File: src/rtl/rtc_field_sequencer_pkg.sv
`default_nettype none
// ----------------------------------------------------------------------------
// rtc_seq_pkg : shared states, RTC field addresses and defaults for the
//               time/date field sequencer.              Revision: 1.0
// ----------------------------------------------------------------------------
package rtc_seq_pkg;

  localparam int NUM_FIELDS_DEF = 6;
  localparam int TIMEOUT_DEF    = 255;

  localparam int FLD_SEC   = 0;
  localparam int FLD_MIN   = 1;
  localparam int FLD_HOUR  = 2;
  localparam int FLD_DAY   = 3;
  localparam int FLD_MONTH = 4;
  localparam int FLD_YEAR  = 5;

  typedef enum logic [2:0] {
    ST_IDLE  = 3'd0,
    ST_READ  = 3'd1,
    ST_LOAD  = 3'd2,
    ST_WRITE = 3'd3,
    ST_GAP   = 3'd4
  } state_t;

  localparam logic [7:0] FIELD_ADDR [0:5] = '{8'h21, 8'h22, 8'h23, 8'h24, 8'h25, 8'h26};

  // Indices beyond the known register map address nothing.
  function automatic logic [7:0] field_addr(input int unsigned idx);
    logic [2:0] sel;
    sel = idx[2:0];
    if (idx < 6) field_addr = FIELD_ADDR[sel];
    else         field_addr = 8'h00;
  endfunction

endpackage
`default_nettype wire

File: src/rtl/rtc_field_sequencer_if.sv
`default_nettype none
// ----------------------------------------------------------------------------
// rtc_field_sequencer_if : request/acknowledge RTC register bus.
//                                                       Revision: 1.0
// ----------------------------------------------------------------------------
interface rtc_field_sequencer_if;
  logic       req;
  logic       we;
  logic [7:0] addr;
  logic [7:0] wdata;
  logic       ack;
  logic [7:0] rdata;

  modport master (output req, we, addr, wdata, input  ack, rdata);
  modport slave  (input  req, we, addr, wdata, output ack, rdata);
endinterface
`default_nettype wire

File: src/rtl/rtc_field_sequencer_timeout.sv
`default_nettype none
// ----------------------------------------------------------------------------
// rtc_bus_timeout : loadable down-counter that flags an unanswered request
//                   after TIMEOUT enabled cycles.          Revision: 1.0
// ----------------------------------------------------------------------------
module rtc_bus_timeout #(
  parameter int TIMEOUT = 255
) (
  input  wire logic clk,
  input  wire logic reset,
  input  wire logic load,
  input  wire logic enable,
  output logic      expired
);
  localparam int CW = (TIMEOUT > 1) ? $clog2(TIMEOUT + 1) : 1;
  localparam logic [CW-1:0] LOAD_VAL = CW'(TIMEOUT - 1);

  logic [CW-1:0] count;

  always_ff @(posedge clk) begin
    if (reset)                          count <= '0;
    else if (load)                      count <= LOAD_VAL;
    else if (enable && count != '0)     count <= count - 1'b1;
  end

  // Counting from TIMEOUT-1 makes the TIMEOUT-th request cycle the expiring one.
  assign expired = enable && (count == '0);
endmodule
`default_nettype wire

File: src/rtl/rtc_field_sequencer.sv
`default_nettype none
// ----------------------------------------------------------------------------
// rtc_field_sequencer : reads RTC fields into display registers, or writes a
//                       snapshot of edited fields back.      Revision: 1.0
// ----------------------------------------------------------------------------
module rtc_field_sequencer
  import rtc_seq_pkg::*;
#(
  parameter int NUM_FIELDS = NUM_FIELDS_DEF,
  parameter int TIMEOUT    = TIMEOUT_DEF
) (
  input  wire logic                    clk,
  input  wire logic                    reset,
  input  wire logic                    seleccion,
  input  wire logic                    tick_refresh,
  input  wire logic                    edit_commit,
  input  wire logic [8*NUM_FIELDS-1:0] edit_values,
  rtc_field_sequencer_if.master        bus,
  output logic [NUM_FIELDS-1:0]        field_load,
  output logic [7:0]                   field_data,
  output logic                         busy,
  output logic                         done,
  output logic                         err_timeout
);
  localparam int IW = (NUM_FIELDS > 1) ? $clog2(NUM_FIELDS) : 1;
  localparam logic [IW-1:0] LAST_IDX = IW'(NUM_FIELDS - 1);

  state_t                  state, state_next;
  logic [IW-1:0]           index;
  logic                    pending;
  logic [8*NUM_FIELDS-1:0] snapshot;
  logic [7:0]              rdata_q;
  logic                    skip;
  logic                    err_q;

  logic last, start_write, start_read, in_xfer, expired;

  assign last        = (index == LAST_IDX);
  assign start_write = edit_commit && seleccion;
  assign start_read  = (tick_refresh || pending) && !seleccion;
  assign in_xfer     = (state == ST_READ) || (state == ST_WRITE);

  rtc_bus_timeout #(.TIMEOUT(TIMEOUT)) u_timeout (
    .clk     (clk),
    .reset   (reset),
    .load    (!in_xfer),
    .enable  (in_xfer),
    .expired (expired)
  );

  always_ff @(posedge clk) begin
    if (reset) state <= ST_IDLE;
    else       state <= state_next;
  end

  always_comb begin
    state_next = state;
    bus.req    = 1'b0;
    bus.we     = 1'b0;
    bus.addr   = 8'h00;
    bus.wdata  = 8'h00;
    field_load = '0;
    field_data = 8'h00;
    done       = 1'b0;
    busy       = (state != ST_IDLE);
    unique case (state)
      ST_IDLE: begin
        if (start_write)     state_next = ST_WRITE;
        else if (start_read) state_next = ST_READ;
      end
      ST_READ: begin
        bus.req  = 1'b1;
        bus.addr = field_addr(32'(index));
        if (bus.ack || expired) state_next = ST_LOAD;
      end
      ST_LOAD: begin
        if (!skip) begin
          field_load = NUM_FIELDS'(1) << index;
          field_data = rdata_q;
        end
        done       = last;
        state_next = last ? ST_IDLE : ST_READ;
      end
      ST_WRITE: begin
        bus.req   = 1'b1;
        bus.we    = 1'b1;
        bus.addr  = field_addr(32'(index));
        bus.wdata = snapshot[{index, 3'b000} +: 8];
        if (bus.ack || expired) state_next = ST_GAP;
      end
      ST_GAP: begin
        done       = last;
        state_next = last ? ST_IDLE : ST_WRITE;
      end
      default: state_next = ST_IDLE;
    endcase
  end

  always_ff @(posedge clk) begin
    if (reset) begin
      index    <= '0;
      pending  <= 1'b0;
      snapshot <= '0;
      rdata_q  <= 8'h00;
      skip     <= 1'b0;
      err_q    <= 1'b0;
    end else begin
      // Pending is consumed or discarded by IDLE; only a busy tick arms it.
      if (state == ST_IDLE)  pending <= 1'b0;
      else if (tick_refresh) pending <= 1'b1;

      if (state == ST_IDLE && (start_write || start_read)) begin
        index <= '0;
        err_q <= 1'b0;
        if (start_write) snapshot <= edit_values;
      end

      if ((state == ST_LOAD || state == ST_GAP) && !last)
        index <= index + 1'b1;

      if (in_xfer) begin
        skip <= !bus.ack;
        if (expired && !bus.ack) err_q <= 1'b1;
      end

      if (state == ST_READ && bus.ack) rdata_q <= bus.rdata;
    end
  end

  assign err_timeout = err_q;
endmodule
`default_nettype wire

File: src/flat_wrapper.sv
// flat-port wrapper written by rule: the top's interface ports become plain ports
module rtc_field_sequencer_flat import rtc_seq_pkg::*;
#(
  parameter int NUM_FIELDS = NUM_FIELDS_DEF,
  parameter int TIMEOUT    = TIMEOUT_DEF
)
  (clk, reset, seleccion, tick_refresh, edit_commit, edit_values, field_load, field_data, busy, done, err_timeout, bus_req, bus_we, bus_addr, bus_wdata, bus_ack, bus_rdata);
  rtc_field_sequencer_if bus_i ();
  input  wire logic clk;
  input  wire logic reset;
  input  wire logic seleccion;
  input  wire logic tick_refresh;
  input  wire logic edit_commit;
  input  wire logic [8*NUM_FIELDS-1:0] edit_values;
  output logic [NUM_FIELDS-1:0] field_load;
  output logic [7:0] field_data;
  output logic busy;
  output logic done;
  output logic err_timeout;
  output wire logic [$bits(bus_i.req)-1:0] bus_req;
  output wire logic [$bits(bus_i.we)-1:0] bus_we;
  output wire logic [$bits(bus_i.addr)-1:0] bus_addr;
  output wire logic [$bits(bus_i.wdata)-1:0] bus_wdata;
  input wire logic [$bits(bus_i.ack)-1:0] bus_ack;
  input wire logic [$bits(bus_i.rdata)-1:0] bus_rdata;
  assign bus_req = bus_i.req;
  assign bus_we = bus_i.we;
  assign bus_addr = bus_i.addr;
  assign bus_wdata = bus_i.wdata;
  assign bus_i.ack = bus_ack;
  assign bus_i.rdata = bus_rdata;
  rtc_field_sequencer #(.NUM_FIELDS(NUM_FIELDS), .TIMEOUT(TIMEOUT)) u_core (.clk(clk), .reset(reset), .seleccion(seleccion), .tick_refresh(tick_refresh), .edit_commit(edit_commit), .edit_values(edit_values), .bus(bus_i), .field_load(field_load), .field_data(field_data), .busy(busy), .done(done), .err_timeout(err_timeout));
endmodule
File: config.mk
export PLATFORM = sky130hd
export DESIGN_NAME = rtc_field_sequencer_flat
export DESIGN_NICKNAME = d
export VERILOG_FILES = /design/src/rtl/rtc_field_sequencer_pkg.sv /design/src/rtl/rtc_field_sequencer_if.sv /design/src/rtl/rtc_field_sequencer_timeout.sv /design/src/rtl/rtc_field_sequencer.sv /design/src/flat_wrapper.sv
export SDC_FILE = /design/constraint.sdc
export NUM_CORES = 1
export LEC_CHECK = 0
export CAP_MARGIN = 20
export CORE_MARGIN = 3
export CORE_UTILIZATION = 44
export CTS_CLUSTER_SIZE = 40
export DETAILED_ROUTE_END_ITERATION = 16
export PLACE_DENSITY = 0.79
export SYNTH_ARGS = -nofsm -noshare
export SYNTH_HDL_FRONTEND = slang
export SYNTH_SLANG_ARGS = --single-unit
File: constraint.sdc
create_clock -name clk -period 2 [get_ports clk]
set_clock_uncertainty 0.15 [all_clocks]
set_input_delay 0.4 -clock clk [delete_from_list [all_inputs] [get_ports clk]]
set_output_delay 0.4 -clock clk [all_outputs]
set_load 0.02 [all_outputs]
# == Yosys cells after proc, flatten, opt, wreduce, memory -nomap -nowiden ==
# Memories as Yosys holds them, arrays and structs flattened.
# Cells that the tools add are included.
# word_totals
register_bits,73
rom_bits,64
inputBits,62
out_inout_bits,35
n_memories,1
# op_classes
add_sub_neg,2
magnitude_cmp,2
eq_ne,9
shift,2
mux,26
n_bitwise,2
n_reduce_logical,27
# memory_table
name,words,width,rd,rd_clocked_by_memory_dff,write_ports,line,source
(no name shown),8,8,1,0,0,rtc_field_sequencer_pkg.sv:32,if (idx < 6) field_addr = FIELD_ADDR[sel];
# ops
operator,n
8-bit 2-to-1 mux,9
48-bit by 7-bit variable part select with 8-bit output,1
3-bit 2-to-1 mux,6
3-bit case mux with 5 select lines,1
6-bit 2-to-1 mux,2
1-bit logical AND,8
8-bit zero test,1
8-bit nonzero test,1
2-bit OR reduction,4
8-bit by 1-bit subtractor with 8-bit output (second input constant),1
1-bit 2-to-1 mux,7
3-bit by 2-bit == test with 1-bit output (second input constant),2
3-bit == test (second input constant),2
1-bit by 3-bit left shift with 6-bit output (first input constant),1
1-bit logical OR,5
4-bit >= comparator (second input constant),1
2-bit != test (second input constant),2
3-bit inverter with 4-bit output,1
3-bit by 1-bit adder with 3-bit output (second input constant),1
3-bit by 1-bit == test with 1-bit output (second input constant),1
1-bit zero test,3
3-bit zero test,1
3-bit < comparator (second input constant),1
3-bit by 1-bit != test with 1-bit output (second input constant),1
7 further kinds,7

# == Longest topological paths before layout ==
# depth
depth_word,7
ltp_mapped,8
ltp_nobuf,6

# == Modules after synthesis ==
# From an unflattened synthesis, not the netlist that was laid out.
# hier_totals
hier_cells,429
hier_area_um2,3547.2
# modules_own_cells
mod,n_inst,cells_each,area_each_um2,seq_area_each_um2
rtc_field_sequencer,1,369,3044.2,1301.2
rtc_bus_timeout,1,60,503.0,160.2

# == Least setup slack after synthesis ==
# OpenSTA, ideal clock, no wires.
# synth_path
path_kind,register to output
from,reg u_core.index[0]
to,out bus_addr[1]
arrival_time_ns,1.649
required_ns,1.450
slack_ns,-0.199
stages_incl_launch_ff,8
n_path_buf,3
path_cell_list,dfxtp_1 > buf_4 > buf_4 > buf_2 > inv_1 > ha_1 > mux2i_1 > nor2_1
# synth_between
elab_chain_cells,6
word_cells_on_any_way,7
cone_classes,1 x order compare; 4 x mux; 1 x bitwise; 1 x memory
# synth_lines
element,line,source
from (decl),rtc_field_sequencer.sv:29,logic [IW-1:0] index;
from (signal assigned),rtc_field_sequencer.sv:119,index <= index + 1'b1;
3-bit inverter with 4-bit output (implied by the code),rtc_field_sequencer_pkg.sv:32,
memory 8 x 8 bit,--,
8-bit 2-to-1 mux (implied by the code) (2 in series),rtc_field_sequencer_pkg.sv:32,
8-bit 2-to-1 mux *,rtc_field_sequencer_pkg.sv:32,
8-bit 2-to-1 mux *,--,
to (decl),flat_wrapper.sv:22,output wire logic [$bits(bus_i.addr)-1:0] bus_addr;
# Every way passes the cells marked *; elsewhere a longest branch is shown, timed or not. The select of a mux whose other input is x is not followed.

# == Final worst setup path ==
# layout_path
from,reg u_core.index[0]
to,out bus_wdata[0]
# layout_between
elab_chain_cells,2
# layout_lines
element,line,source
48-bit by 7-bit variable part select with 8-bit output,rtc_field_sequencer.sv:88,"bus.wdata = snapshot[{index, 3'b000} +: 8];"
8-bit 2-to-1 mux,rtc_field_sequencer.sv:66,unique case (state)
to (decl),flat_wrapper.sv:23,output wire logic [$bits(bus_i.wdata)-1:0] bus_wdata;
# Every way passes these cells.

==> flow_summary.ini <==
[run_status]
status = finished with violations
violations = negative setup slack

[detailed_routing]
drc = 0
avgViaCountPerCell = 5.167
drt_iter0_drc = 121
via_count = 3343
ant_nets = 0
drt_first_pass_iters = 4
routed_wl_um = 9560
wl_per_cell_um = 14.78

[sta]
fmax_ghz = 0.4376
period_share_pct = 114.3
hold_viol_final = 0
rsz0062_at_grt = true
whs_ns = 0.2226
fin_ws_ns = -0.2852
finalSetupViolCount = 25
min_period_ns = 2.285
finalMaxSlewViolations = 0

[logic_synthesis]
syn_avg_cell_area_sq_um = 8.146
seq_area_frac_synth_pct = 41.43
yosysTopAreaCell = dfxtp_1
synth_top_area_share_pct = 41.43
async_flop_share_pct = 0
yosys_warnings = 0
synth_area_leaders = dfxtp_1 41%, nand2_1 11%, a21oi_1 9.2%
synth_edf_count = 0
synthCells = 433
synth-seq-cells = 73
ys_types = 47
synth_area_sq_mm = 0.003527
synth_flop_cell = dfxtp_1

[worst_setup_path]
endpoint = bus_wdata[0]
critPathKind = flop to primary output
crit_path_start = u_core.index[0]$_SDFFE_PP0P_
crit-reg2reg-launch = u_core.index[0]$_SDFFE_PP0P_
cp-end-kind = primary output
r2r_slack_ns = -0.01
r2r-end = u_core.index[1]$_SDFFE_PP0P_
critPathArrivalTime_ns = 1.74
rr_worst_depth = 8
worst_ep_required_time_ns = 1.45
start_kind = flop
crit_fanout = 5

[cts]
numCtsBuffers = 9
cts_sinks = 73
clock_latency_ns = 0.34
root_buffer = clkbuf_8
cts.path.max_buffers = 2
clkTransAtPathRegs_ns = 0.08
htreeDepth = 3
cts_tree = done
ctsHoldBuffers = 0

[die]
core_area_sq_mm = 0.007767
num_io_pins = 97
die_w_um = 95.54
rows = 32
die_h_um = 95.54
die_area_sq_mm = 0.009127
initial_core_util_pct = 45.41

[placed_design]
gp_congestion = 0.8865
port_buffers = 92
postPlaceCellArea_sq_mm = 0.004657
post-dp-hpwl_um = 6736

[global_routing]
track_usage_pct = 20.95
grt_pass1_wl_um = 14730
grt_start_max_net_pins = 49
grt_pass1_vias = 3202
antenna_found_initial = 0
overflow = 0

[finish]
layout-drive-gt1-share_pct = 25.69
antenna_cells = 0
nets = 609
syn_to_final_growth_pct = 44.48
fin_area_sq_mm = 0.005096

[power]
pwr-share-comb_pct = 39.5
powerDensity_mw_per_mm2 = 961.4
p_leak_nw = 1.941
netSwitchingPower_mw = 1.661
vdd_drop_max_uv = 435.7
swShare_pct = 33.91
pwr-share-seq_pct = 37.1
p_int_mw = 3.238
clkPwrFrac_pct = 23.4

[hold_path]
hp-class = primary input to flop

[job]
maxCapViolCount = 0
## registers in the layout, indices dropped and copies added, names as in the netlist
register,count
u_core.u_timeout.count,8
u_core.rdata_q,8
u_core.pending,1
u_core.err_timeout,1
u_core.snapshot,48
u_core.index,3
u_core.state,3
u_core.skip,1
## metrics by stage
stage                     util [%]  std cells  worst slack, ns  TNS (ns)  total power [mW]
after floorplan                  -        436         0.001182         0             2.864
after global routing         65.61        647          -0.3450    -5.515             5.183
after detailed placement     59.95        624          -0.3755    -5.617             3.516
after CTS                    63.37        643          -0.2712    -3.659             4.725
after global placement       59.95        624          -0.3445    -4.968             3.468
final                        65.61        647          -0.2852    -3.808             4.899
## Yosys cell counts (2+ instances only)
cell type and number:
nor4_1 2, and2_1 9, nand2_1 104, xnor2_1 3
nor2_1 38, clkbuf_1 17, buf_6 3, a21o_1 3
inv_1 11, o21ai_0 3, o32ai_1 2, or3_1 3
dfxtp_1 73, mux4_2 8, nand2b_1 4, and3_1 5
buf_2 9, a21oi_1 65, a211oi_1 2, buf_4 6
mux2i_1 19, ha_1 7, a31oi_1 2, nor3_1 12
## placed cells by master, fill, tap and decap left out, drive strengths merged, types with 2 or more instances in the layout
cell,synthesis,routed
a211oi,2,2
a21o,3,3
a21oi,66,66
a31oi,2,2
and2,9,9
and3,5,5
buf,18,63
clkbuf,17,12
clkdlybuf4s15,0,3
clkdlybuf4s50,0,61
clkinv,0,3
conb,1,4
dfxtp,73,73
ha,7,7
inv,12,13
mux2i,19,19
mux4,8,8
nand2,105,105
nand2b,4,4
nor2,39,39
nor3,13,13
nor4,2,2
nor4b,3,3
o21ai,3,3
o32ai,2,2
or3,3,3
xnor2,3,3
## layout make-up
type                            instances  area (sq um)
Clock buffer                           11         141.4
Clock inverter                          5         53.80
Fill cell                             649          2671
Inverter                               12         47.55
Multi-Input combinational cell        316          2022
Sequential cell                        73          1469
Tap cell                              102         127.6
Timing Repair Buffer                  128          1235
## per-layer routing
metal  vias to the layer above  track usage, %  routed length [um]
met4                         0           7.820                 259
li1                       1654               -                   -
met3                        19           4.578                 557
met5                         -               0                   0
met2                       117           37.12                4947
met1                      1553           24.61                3796
## worst min path at each step
stage | start | end | cells past startpoint
global placement | u_core.snapshot[28]$_SDFFE_PP0P_ | u_core.snapshot[28]$_SDFFE_PP0P_ | 2
global route | reset | u_core.state[2]$_SDFFE_PP0P_ | 2
detailed placement | u_core.snapshot[33]$_SDFFE_PP0P_ | u_core.snapshot[33]$_SDFFE_PP0P_ | 2
finish | reset | u_core.state[2]$_SDFFE_PP0P_ | 2
floorplan | u_core.snapshot[16]$_SDFFE_PP0P_ | u_core.snapshot[16]$_SDFFE_PP0P_ | 2
CTS | reset | u_core.state[2]$_SDFFE_PP0P_ | 2
## cells by family after synthesis
| family | Yosys count | share of synthesized area (%) |
|---|---|---|
| and+or+nand+nor | 190 | 24.51 |
| AOI/OAI and AO/OA | 83 | 12.95 |
| DFF | 73 | 41.43 |
| buffers and inverters | 47 | 6.598 |
| muxes | 28 | 10.93 |
| adders and majority gates | 7 | 2.483 |
| xor gates and xnor gates | 4 | 0.9934 |
| other | 1 | 0.1063 |
## critical path, cell delays in order, from the launching register on
cell and delay, ns:
dfxtp_4 0.39, clkbuf_16 0.15, mux4_2 0.49, a21oi_1 0.16, nor2_1 0.05, buf_2 0.15
## timing repair
action | in CTS | in global routing
cloned | 1 | 1
pin swaps | 6 | 23
endpoints found under the setup margin | 30 | 31
resized for setup | 170 | 40
setup buffers | 2 | 4
## power groups by stage
stage               registers (mW)  logic [mW]  clock network [mW]
floorplan                     1.77        1.09                   0
global placement              1.82        1.65                   0
detailed placement            1.82        1.69                   0
CTS                           1.80        1.76                1.16
global route                  1.84        2.12                1.23
finish                        1.82        1.93                1.15
Note: power is estimated with default switching activity, not from simulation.
